`config.mk`:
```
export PLATFORM = sky130hd
export DESIGN_NAME = mult32_seq_accum_flat
export DESIGN_NICKNAME = d
export VERILOG_FILES = /design/src/rtl/mult_pkg.sv /design/src/rtl/mult32_seq_accum_if.sv /design/src/rtl/mul16_core.sv /design/src/rtl/mult32_seq_accum.sv /design/src/flat_wrapper.sv
export SDC_FILE = /design/constraint.sdc
export NUM_CORES = 1
export LEC_CHECK = 0
export ABC_AREA = 1
export CAP_MARGIN = 20
export CELL_PAD_IN_SITES_DETAIL_PLACEMENT = 1
export CELL_PAD_IN_SITES_GLOBAL_PLACEMENT = 2
export CORE_ASPECT_RATIO = 1.1
export CORE_MARGIN = 2
export CORE_UTILIZATION = 38
export CTS_BUF_LIST = sky130_fd_sc_hd__clkbuf_4 sky130_fd_sc_hd__clkbuf_8
export DETAILED_ROUTE_END_ITERATION = 7
export GPL_TIMING_DRIVEN = 0
export HOLD_SLACK_MARGIN = 0.05
export PLACE_DENSITY_LB_ADDON = 0.08
export SYNTH_ARGS = -nofsm -noshare
export SYNTH_HDL_FRONTEND = slang
export SYNTH_SLANG_ARGS = --single-unit
export TNS_END_PERCENT = 20
```
`constraint.sdc`:
```
create_clock -name clk -period 11.2 [get_ports clk]
set_input_delay 2.24 -clock clk [delete_from_list [all_inputs] [get_ports clk]]
set_output_delay 2.24 -clock clk [all_outputs]
set_load 0.01 [all_outputs]
```
`src/rtl/mult_pkg.sv`:
```
// Shared definitions for the sequential 32x32 multiplier: FSM states, step
// counter width and the per-step operand-half / shift schedule.
package mult_pkg;

  localparam int unsigned STEP_W = 2;

  typedef enum logic [1:0] {
    IDLE  = 2'd0,
    MUL   = 2'd1,
    DRAIN = 2'd2,
    DONE  = 2'd3
  } state_e;

  localparam logic [STEP_W-1:0] LAST_STEP = '1;

  // Bit i set: step i takes the upper 16-bit half of that operand.
  localparam logic [3:0] A_HI_SEL = 4'b1100;
  localparam logic [3:0] B_HI_SEL = 4'b1010;

  localparam logic [5:0] SHIFT_S0 = 6'd0;
  localparam logic [5:0] SHIFT_S1 = 6'd16;
  localparam logic [5:0] SHIFT_S2 = 6'd16;
  localparam logic [5:0] SHIFT_S3 = 6'd32;

  function automatic logic [5:0] step_shift(input logic [STEP_W-1:0] s);
    case (s)
      2'd0:    return SHIFT_S0;
      2'd1:    return SHIFT_S1;
      2'd2:    return SHIFT_S2;
      default: return SHIFT_S3;
    endcase
  endfunction

endpackage

```
`src/rtl/mult32_seq_accum_if.sv`:
```
// Operand-issue / product-consumer handshake bundle for mult32_seq_accum.
interface mult32_seq_accum_if;
  logic        in_valid;
  logic        in_ready;
  logic [31:0] in_a;
  logic [31:0] in_b;
  logic        out_valid;
  logic        out_ready;
  logic [63:0] out_product;
  logic        busy;

  modport master (
    output in_valid, in_a, in_b, out_ready,
    input  in_ready, out_valid, out_product, busy
  );

  modport slave (
    input  in_valid, in_a, in_b, out_ready,
    output in_ready, out_valid, out_product, busy
  );
endinterface

```
`src/rtl/mul16_core.sv`:
```
// Combinational 16x16 -> 32 unsigned multiplier, shared across all steps.
module mul16_core (
  input  logic [15:0] a,
  input  logic [15:0] b,
  output logic [31:0] p
);
  assign p = 32'(a) * 32'(b);
endmodule

```
`src/rtl/mult32_seq_accum.sv`:
```
// Sequential 32x32 unsigned multiplier: four 16x16 partial products on one
// core, shifted and summed into a 64-bit accumulator.
module mult32_seq_accum
  import mult_pkg::*;
#(
  parameter bit REG_PP = 1'b0
) (
  input  logic               clk,
  input  logic               rst,
  mult32_seq_accum_if.slave  bus
);

  state_e            state_q, state_d;
  logic [31:0]       a_q, a_d, b_q, b_d;
  logic [STEP_W-1:0] step_q, step_d;
  logic [63:0]       acc_q, acc_d, acc_term;
  logic [31:0]       pp_raw, pp_q, pp_d;
  logic [5:0]        pp_shift_q, pp_shift_d, cur_shift;
  logic              pp_vld_q, pp_vld_d;
  logic [15:0]       op_a, op_b;

  mul16_core u_core (
    .a (op_a),
    .b (op_b),
    .p (pp_raw)
  );

  always_ff @(posedge clk) begin
    if (rst) begin
      state_q    <= IDLE;
      a_q        <= '0;
      b_q        <= '0;
      step_q     <= '0;
      acc_q      <= '0;
      pp_q       <= '0;
      pp_shift_q <= '0;
      pp_vld_q   <= 1'b0;
    end else begin
      state_q    <= state_d;
      a_q        <= a_d;
      b_q        <= b_d;
      step_q     <= step_d;
      acc_q      <= acc_d;
      pp_q       <= pp_d;
      pp_shift_q <= pp_shift_d;
      pp_vld_q   <= pp_vld_d;
    end
  end

  always_comb begin
    state_d = state_q;
    unique case (state_q)
      IDLE:  if (bus.in_valid) state_d = MUL;
      MUL:   if (step_q == LAST_STEP) state_d = REG_PP ? DRAIN : DONE;
      DRAIN: state_d = DONE;
      DONE:  if (bus.out_ready) state_d = IDLE;
      default: state_d = IDLE;
    endcase
  end

  always_comb begin
    op_a       = A_HI_SEL[step_q] ? a_q[31:16] : a_q[15:0];
    op_b       = B_HI_SEL[step_q] ? b_q[31:16] : b_q[15:0];
    cur_shift  = step_shift(step_q);
    // Registered mode sums the product captured last cycle, with its own shift.
    if (REG_PP) acc_term = pp_vld_q ? (64'(pp_q) << pp_shift_q) : '0;
    else        acc_term = 64'(pp_raw) << cur_shift;

    a_d        = a_q;
    b_d        = b_q;
    step_d     = step_q;
    acc_d      = acc_q;
    pp_d       = pp_q;
    pp_shift_d = pp_shift_q;
    pp_vld_d   = 1'b0;

    unique case (state_q)
      IDLE: begin
        if (bus.in_valid) begin
          a_d    = bus.in_a;
          b_d    = bus.in_b;
          acc_d  = '0;
          step_d = '0;
        end
      end
      MUL: begin
        acc_d      = acc_q + acc_term;
        step_d     = step_q + 2'd1;
        pp_d       = pp_raw;
        pp_shift_d = cur_shift;
        pp_vld_d   = 1'b1;
      end
      DRAIN: acc_d = acc_q + acc_term;
      default: ;
    endcase
  end

  always_comb begin
    bus.in_ready    = (state_q == IDLE) && !rst;
    bus.out_valid   = (state_q == DONE);
    bus.out_product = acc_q;
    bus.busy        = (state_q != IDLE);
  end

endmodule
```
`src/flat_wrapper.sv`:
```
// flat-port wrapper written by rule: the top's interface ports become plain ports
module mult32_seq_accum_flat import mult_pkg::*;
#(
  parameter bit REG_PP = 1'b0
)
  (clk, rst, bus_in_valid, bus_in_a, bus_in_b, bus_out_ready, bus_in_ready, bus_out_valid, bus_out_product, bus_busy);
  mult32_seq_accum_if bus_i ();
  input  logic clk;
  input  logic rst;
  input wire logic [$bits(bus_i.in_valid)-1:0] bus_in_valid;
  input wire logic [$bits(bus_i.in_a)-1:0] bus_in_a;
  input wire logic [$bits(bus_i.in_b)-1:0] bus_in_b;
  input wire logic [$bits(bus_i.out_ready)-1:0] bus_out_ready;
  output wire logic [$bits(bus_i.in_ready)-1:0] bus_in_ready;
  output wire logic [$bits(bus_i.out_valid)-1:0] bus_out_valid;
  output wire logic [$bits(bus_i.out_product)-1:0] bus_out_product;
  output wire logic [$bits(bus_i.busy)-1:0] bus_busy;
  assign bus_i.in_valid = bus_in_valid;
  assign bus_i.in_a = bus_in_a;
  assign bus_i.in_b = bus_in_b;
  assign bus_i.out_ready = bus_out_ready;
  assign bus_in_ready = bus_i.in_ready;
  assign bus_out_valid = bus_i.out_valid;
  assign bus_out_product = bus_i.out_product;
  assign bus_busy = bus_i.busy;
  mult32_seq_accum #(.REG_PP(REG_PP)) u_core (.clk(clk), .rst(rst), .bus(bus_i));
endmodule
```
==> results of run 1 <==
[synth_stat cells, drive strengths merged, types with 9 or more instances]
library cell    n  area share (%)
dfxtp         132              14
a21oi         268             7.4
nand4          20            0.70
fa            195              21
a21o           11            0.44
buf            13            0.31
or2            28            0.93
a211oi         18            0.72
clkinv         11            0.22
nand3         104             3.2
o21a           10            0.40
nand2         657              13
xor2           16            0.75
nor3           18            0.48
o21ai         160             4.5
a21boi          9            0.38
o21bai         12            0.48
inv           452             9.0
a31oi           9            0.30
clkbuf         59             1.2
nor2          348             7.1
ha            173              12
[cells by family after synthesis]
logic type	Yosys count
and+or+nand+nor	1190
buffers and inverters	535
AOI/OAI and AO/OA	514
adders and majority gates	368
DFF	132
xor gates and xnor gates	24
muxes	2
[worst max path at each step]
stage | from | endpoint | depth (start not counted)
2_1_floorplan | u_core.step_q[0]$_SDFFE_PP0P_ | u_core.bus.out_product[60]$_SDFFE_PP0P_ | 42
3_3_place_gp | u_core.step_q[1]$_SDFFE_PP0P_ | u_core.bus.out_product[56]$_SDFFE_PP0P_ | 36
3_5_place_dp | u_core.step_q[1]$_SDFFE_PP0P_ | u_core.bus.out_product[52]$_SDFFE_PP0P_ | 34
4_1_cts | u_core.step_q[1]$_SDFFE_PP0P_ | u_core.bus.out_product[52]$_SDFFE_PP0P_ | 34
5_1_grt | u_core.step_q[1]$_SDFFE_PP0P_ | u_core.bus.out_product[56]$_SDFFE_PP0P_ | 37
6_report | u_core.step_q[1]$_SDFFE_PP0P_ | u_core.bus.out_product[56]$_SDFFE_PP0P_ | 37
[final cells by class]
cell class                      count  area, µm²
Clock buffer                       17      234.0
Fill cell                        6420      27510
Buffer                             72      279.0
Clock inverter                     15      182.7
Antenna cell                        1      2.502
Timing Repair Buffer              138       1364
Inverter                          463       1738
Sequential cell                   132       2643
Multi-Input combinational cell   2098      14150
Tap cell                          652      815.8
[power breakdown]
| group | leakage [µW] | switching, µW | total [µW] | internal, µW |
|---|---|---|---|---|
| clock network | 0.000213 | 265 | 455 | 190 |
| registers | 0.00108 | 73.2 | 638 | 565 |
| logic | 0.00854 | 2560 | 3670 | 1110 |
| total | 0.00983 | 2900 | 4770 | 1870 |
[layer usage]
metal / vias up / GRT usage (%) / share of wire (%)
met4: 0 / 16.69 / 5.5
met2: 386 / 59.16 / 52
met3: 169 / 2.930 / 2.7
met5: - / 0 / 0
met1: 9449 / 35.92 / 40
li1: 9082 / - / -
[worst register-to-register path, delay by kind of cell, from the launching register on]
kind,cells,cell delay [ps]
adder cells (fa/ha/maj),8,3750
AND/OR/NAND/NOR,17,2820
AO/OA/AOI/OAI,6,1480
buffers and inverters,5,1330
flip-flops,1,510
XOR/XNOR,1,460
[per-stage QoR]
| step | std cells | setup slack [ps] | hold WS [ps] | utilization, % |
|---|---|---|---|---|
| global placement | 3550 | 947.6 | 450.8 | 42.84 |
| finish | 3588 | 738.3 | 469.3 | 43.76 |
| CTS | 3586 | 841.4 | 468.5 | 43.74 |
| detailed placement | 3554 | 882.5 | 454.9 | 42.89 |
| floorplan | 2765 | 3607 | 439.2 | - |
| global route | 3588 | 319.7 | 492.7 | 43.76 |
[state kept, by name (all words and copies together), names as in the netlist]
name                    flops
u_core.bus.out_product     64
u_core.a_q                 32
u_core.b_q                 32
u_core.state_q              2
u_core.step_q               2
==> flow_summary_export.csv, run 1 <==
group,metric,value,unit
floorplan,coreArea,48920,µm²
grt,antenna_found_initial,1,
logic_synthesis,ys_seq_area_share,14.05,%
final_layout,final_common_cell,"nand2_1",
floorplan,die_h,237.3,µm
floorplan,initial_core_util,38.45,%
logic_synthesis,synth-compound-area-share,15.31,%
critical_path,reg2reg_depth,37,
critical_path,critPathMostFrequentCell,"nand2_1",
grt,grt.overflow.total,0,
logic_synthesis,syn-cell-area,18810,µm²
logic_synthesis,yosys.area_share.simple,26.43,%
clock_tree,clkSinkCount,132,
logic_synthesis,yosysWarningCount,0,
logic_synthesis,ys_types,53,
sta,finalCriticalPeriod,10460,ps
detailed_routing,wl_per_cell,22.15,µm
placed_design,gp_congestion,0.9854,
critical_path,crit_type,"reg2reg",
placed_design,port-buffer-count,133,
critical_path,slowest_stage,"clkinv_1",
detailed_routing,drc,0,
logic_synthesis,synth_edf_count,0,
grt,grt_usage,31.83,%
detailed_routing,wl,79.48,mm
logic_synthesis,synth_ff_type,"dfxtp_1",
logic_synthesis,synth_fa_ha_area_share,32.26,%
sta,skew,17.28,ps
pwr,total_power,4768,µW
sta,grt_setup_unrepaired,"no",
final_layout,final_area,21410,µm²
clock_tree,cts_tree,"yes",
clock_tree,postCtsSetupRepairBufs,0,
logic_synthesis,ys_ff_latch,132,
detailed_routing,dr.pass1.iters,7,
logic_synthesis,synth_xor_area_share,1.118,%
clock_tree,cts.htree.levels,4,
final_layout,most-common-layout-cells,"nand2_1 (639), inv_1 (432), nor2_1 (335)",
detailed_routing,ant_nets,0,
critical_path,crit_arrival,10880,ps
pwr,leakage,0.009827,µW
logic_synthesis,avgSynthCellArea,6.803,µm²
sta,finalSetupViolCount,0,
status,status,"complete, no violations",
placed_design,placed_area,20980,µm²
floorplan,rows,85,
logic_synthesis,synth_mux_area_share,0.1064,%
clock_tree,cts_buffer_depth,2,
clock_tree,hold_buffers,0,
critical_path,crit_fanout,10,
floorplan,die_area,51300,µm²
worst_hold_path,hold_start,"u_core.b_q[20]$_SDFFE_PP0P_",
sta,max_freq,95.59,MHz
worst_hold_path,whs_path_depth,2,
final_layout,areaGrowthSynthToFinish,13.82,%
critical_path,required,11620,ps
clock_tree,cts_buffers,17,
final_layout,drive_gt1_share,5.588,%
logic_synthesis,syn_nets,3201,
floorplan,die_x,216.1,µm
sta,tightest_slew,1126,ps
detailed_routing,drtIter0Drc,864,
critical_path,crit_family,"adder cells",
clock_tree,path_clk_slew,100,ps
clock_tree,insertion_delay,560,ps
final_layout,nets,3358,
pwr,peakVddDrop,0.1701,mV
critical_path,timing.rr.start,"u_core.step_q[1]$_SDFFE_PP0P_",
critical_path,r2r_end,"u_core.bus.out_product[56]$_SDFFE_PP0P_",
logic_synthesis,synth_top_family_by_area,"adder cells",
grt,grt_max_degree,17,
critical_path,cp_num_buf_inv,5,
critical_path,slowest_delay,740,ps
logic_synthesis,async_flop_share,0,%
clock_tree,cts_resized,0,
pwr,p_per_area,222.7,nW/µm²
sta,finalMaxSlewViolations,0,
detailed_routing,via_count,19090,
grt,grt_pass1_wl,122.6,mm
sta,tns,0,ps
critical_path,startpoint_type,"flip-flop",
sta,hold_viol,0,
logic_synthesis,synthCells,2765,
placed_design,hpwl,69.37,mm
detailed_routing,routed_via_density,5.319,
job,max-cap-violations,0,
sta,slew_headroom,24.46,%
clock_tree,cts_root_buf,"clkbuf_8",
critical_path,r2r_slack,740,ps
floorplan,io_pins,135,
worst_hold_path,worstHoldPathType,"reg2reg",
sta,fin_crit_sh,93.41,%
critical_path,end_kind,"flip-flop",
grt,grt_pass1_vias,21050,
worst_hold_path,hold-path-endpoint,"u_core.b_q[20]$_SDFFE_PP0P_",
No activity file was read; power rests on OpenSTA's default activity.
==> run 2: changes to the inputs <==
--- a/config.mk
+++ b/config.mk
@@ -15,7 +15,6 @@
 export CTS_BUF_LIST = sky130_fd_sc_hd__clkbuf_4 sky130_fd_sc_hd__clkbuf_8
 export DETAILED_ROUTE_END_ITERATION = 7
 export GPL_TIMING_DRIVEN = 0
-export HOLD_SLACK_MARGIN = 0.05
 export PLACE_DENSITY_LB_ADDON = 0.08
 export SYNTH_ARGS = -nofsm -noshare
 export SYNTH_HDL_FRONTEND = slang
==> results of run 2 <==
The final DEF is identical to that of run 1; final timing and power are the same.
==> run 3: changes to the inputs <==
--- a/config.mk
+++ b/config.mk
@@ -11,12 +11,13 @@
 export CELL_PAD_IN_SITES_GLOBAL_PLACEMENT = 2
 export CORE_ASPECT_RATIO = 1.1
 export CORE_MARGIN = 2
-export CORE_UTILIZATION = 38
+export CORE_UTILIZATION = 34
 export CTS_BUF_LIST = sky130_fd_sc_hd__clkbuf_4 sky130_fd_sc_hd__clkbuf_8
 export DETAILED_ROUTE_END_ITERATION = 7
 export GPL_TIMING_DRIVEN = 0
 export PLACE_DENSITY_LB_ADDON = 0.08
 export SYNTH_ARGS = -nofsm -noshare
 export SYNTH_HDL_FRONTEND = slang
+export SYNTH_HIERARCHICAL = 1
 export SYNTH_SLANG_ARGS = --single-unit
 export TNS_END_PERCENT = 20
==> constraint.sdc (replaced) <==
create_clock -name clk -period 11.45 [get_ports clk]
set_input_delay 2.29 -clock clk [delete_from_list [all_inputs] [get_ports clk]]
set_output_delay 2.29 -clock clk [all_outputs]
set_load 0.01 [all_outputs]
==> run 3 against run 2 <==
  * Maximum frequency fell by 0.40%
  * Setup slack improved by 210 ps
  * Combinational power rose by 7.9%
  * Die area rose by 25%
  * Cell count rose by 25%
  * Core utilization fell by 4.8 points
  * Sequential cell count did not move
  * Sequential power barely moved
  * Count of clock-buffer cells in the layout did not move
  * Non-clock buffer count rose by 47
  * Area after synthesis rose by 12%
==> flow_summary_export.csv, run 3 <==
group,metric,value,unit
status,status,"complete, no violations",
logic_synthesis,syn-cell-area,21060,µm²
sta,skew,27.14,ps
sta,max_freq,95.20,MHz
placed_design,port-buffer-count,133,
floorplan,die_h,265.0,µm
grt,grt_max_degree,18,
detailed_routing,wl,86.62,mm
critical_path,r2r_end,"u_core/bus.out_product[45]$_SDFFE_PP0P_",
final_layout,multi_input_area,14790,µm²
clock_tree,cts_buffer_depth,2,
logic_synthesis,synth_edf_count,0,
floorplan,rows,95,
final_layout,areaGrowthSynthToFinish,13.21,%
critical_path,critPathMostFrequentCell,"nand2_1",
critical_path,slowest_stage,"fa_1",
detailed_routing,route.met3.wl,2.066,mm
sta,tns,0,ps
logic_synthesis,ys_types,40,
sta,timing.final.ws_setup,946.0,ps
logic_synthesis,syn_nets,3933,
job,max-cap-violations,0,
clock_tree,cts_buffers,17,
clock_tree,postCtsSetupRepairBufs,0,
logic_synthesis,yosysWarningCount,6,
grt,grt_usage,28.01,%
detailed_routing,ant_nets,0,
sta,slew_headroom,35.78,%
grt,grt_pass1_wl,134.0,mm
grt,antenna_found_initial,1,
clock_tree,clkSinkCount,132,
detailed_routing,dr.pass1.iters,5,
critical_path,reg2reg_depth,44,
logic_synthesis,synth_ff_type,"dfxtp_1",
critical_path,slowest_delay,580,ps
floorplan,coreArea,61220,µm²
final_layout,nets,4085,
worst_hold_path,hold_start,"u_core/a_q[2]$_SDFFE_PP0P_",
logic_synthesis,synthDominantCellAreaShare,21.50,%
logic_synthesis,synth-compound-area-share,7.540,%
final_layout,final_area,23840,µm²
logic_synthesis,synthCells,3497,
final_layout,drive_gt1_share,3.741,%
clock_tree,cts.htree.levels,4,
clock_tree,cts_root_buf,"clkbuf_8",
sta,finalMaxSlewViolations,0,
placed_design,hpwl,75.19,mm
pwr,peakVddDrop,0.1156,mV
grt,grt.overflow.total,0,
logic_synthesis,synth_top_family_by_area,"simple AND/OR/NAND/NOR gates",
clock_tree,path_clk_slew,100,ps
pwr,p_per_area,210.9,nW/µm²
clock_tree,hold_buffers,0,
logic_synthesis,ys_top_cells_by_area,"nand2_1 (21%), fa_1 (19%), inv_1 (15%)",
logic_synthesis,synth_mux_area_share,0,%
logic_synthesis,async_flop_share,0,%
detailed_routing,via_count,21490,
floorplan,io_pins,135,
floorplan,die_x,241.3,µm
placed_design,pre_cts_slack,989.5,ps
detailed_routing,highest_layer,"met4",
sta,grt_setup_unrepaired,"no",
clock_tree,cts_resized,0,
final_layout,fill_cells,8324,
critical_path,required,11860,ps
final_layout,largest_reg_flops,64,
critical_path,end_kind,"flip-flop",
grt,grt_pass1_vias,23320,
pwr,leakage,0.01365,µW
critical_path,timing.rr.start,"u_core/step_q[0]$_SDFFE_PP0P_",
logic_synthesis,ys_ff_latch,132,
detailed_routing,drc,0,
critical_path,startpoint_type,"flip-flop",
sta,finalSetupViolCount,0,
final_layout,most-common-layout-cells,"nand2_1 (1206), inv_1 (832), nor2_1 (257)",
detailed_routing,wl_per_cell,19.30,µm
clock_tree,cts_tree,"yes",
logic_synthesis,yosysTopAreaCell,"nand2_1",
logic_synthesis,avgSynthCellArea,6.022,µm²
worst_hold_path,whs_path_depth,2,
worst_hold_path,hold-path-endpoint,"u_core/a_q[2]$_SDFFE_PP0P_",
floorplan,initial_core_util,34.40,%
logic_synthesis,synthTopCellsByCount,"nand2_1 (1206), inv_1 (832), nor2_1 (257)",
logic_synthesis,ys_seq_area_share,12.55,%
worst_hold_path,worstHoldPathType,"reg2reg",
final_layout,ff_latch_area,2643,µm²
sta,finalCriticalPeriod,10500,ps
logic_synthesis,yosys.area_share.simple,33.05,%
critical_path,crit_fanout,10,
placed_design,gp_congestion,0.9597,
logic_synthesis,synth.most_common_cell,"nand2_1",
final_layout,final_common_cell,"nand2_1",
detailed_routing,drtIter0Drc,904,
placed_design,placed_area,23420,µm²
clock_tree,insertion_delay,560,ps
floorplan,die_area,63940,µm²
detailed_routing,route.met2.wl,46.39,mm
critical_path,crit_type,"reg2reg",
sta,hold_viol,0,
sta,fin_crit_sh,91.74,%
sta,tightest_slew,953.3,ps
critical_path,crit_arrival,10910,ps
logic_synthesis,synth_fa_ha_area_share,28.82,%
critical_path,r2r_slack,950,ps
detailed_routing,routed_via_density,4.788,
detailed_routing,met1_length,34.40,mm
logic_synthesis,synth_xor_area_share,0.8318,%
-- run 3: cell count changes after synthesis, moves of 19 or more --
cell and delta:
inv_1 +400, o21ai_1 -41, nand2_1 +567, o21ai_0 +33, clkbuf_1 +54, nand2_2 +19
a21oi_1 -99, nand3_1 +33, nor2_1 -78
-- run 3: cell families after synthesis --
family	after synthesis
AOI/OAI and AO/OA	311
xor gates and xnor gates	20
adders and majority gates	368
buffers and inverters	960
DFF	132
and+or+nand+nor	1706
-- run 3: layout make-up --
cell class | instances | area share (%)
antenna | 2 | 0.02099
buffer | 124 | 2.036
clock buffer | 17 | 0.9815
clock inverter | 15 | 0.7558
inverter | 836 | 13.16
multi-input combinational | 2405 | 62.05
sequential | 132 | 11.08
tap | 824 | 4.325
timing repair buffer | 133 | 5.584
-- run 3: worst max-delay path, delay by kind of cell, from the launching register on --
kind            cells  cell delay, ps
flops               1             330
compound gates      3             750
simple gates       20            2750
buf+inv            13            2560
fa+ha+maj           8            4020
-- run 3: per-stage QoR --
stage,utilization (%),power [µW],hold slack (ps),cells
final,38.94,5029,456.2,4488
after global routing,38.94,5514,470.9,4488
after global placement,38.26,4537,439.7,4454
after detailed placement,38.26,4599,444.4,4454
after floorplan,-,3056,424.4,3497
after CTS,38.94,5078,456.7,4486
-- run 3: power breakdown --
group	internal, µW	switching (µW)	total [µW]
Clock	167	264	432
Sequential	561	75.1	637
Combinational	1180	2780	3960
-- run 3: worst max-delay path by stage --
stage	from	end	slack [ps]	cells after the start
floorplan	u_core/step_q[0]$_SDFFE_PP0P_	u_core/bus.out_product[29]$_SDFFE_PP0P_	3900	44
global placement	u_core/step_q[0]$_SDFFE_PP0P_	u_core/bus.out_product[45]$_SDFFE_PP0P_	1010	44
detailed placement	u_core/step_q[0]$_SDFFE_PP0P_	u_core/bus.out_product[45]$_SDFFE_PP0P_	990	44
CTS	u_core/step_q[0]$_SDFFE_PP0P_	u_core/bus.out_product[45]$_SDFFE_PP0P_	940	44
global route	u_core/step_q[0]$_SDFFE_PP0P_	u_core/bus.out_product[45]$_SDFFE_PP0P_	390	44
finish	u_core/step_q[0]$_SDFFE_PP0P_	u_core/bus.out_product[45]$_SDFFE_PP0P_	950	44
-- run 3: per-layer routing --
| layer | up-vias | track usage (%) |
|---|---|---|
| met3 | 128 | 3.061 |
| met1 | 10450 | 30.88 |
| li1 | 10590 | - |
| met2 | 326 | 53.83 |
| met5 | - | 0 |
| met4 | 0 | 11.29 |
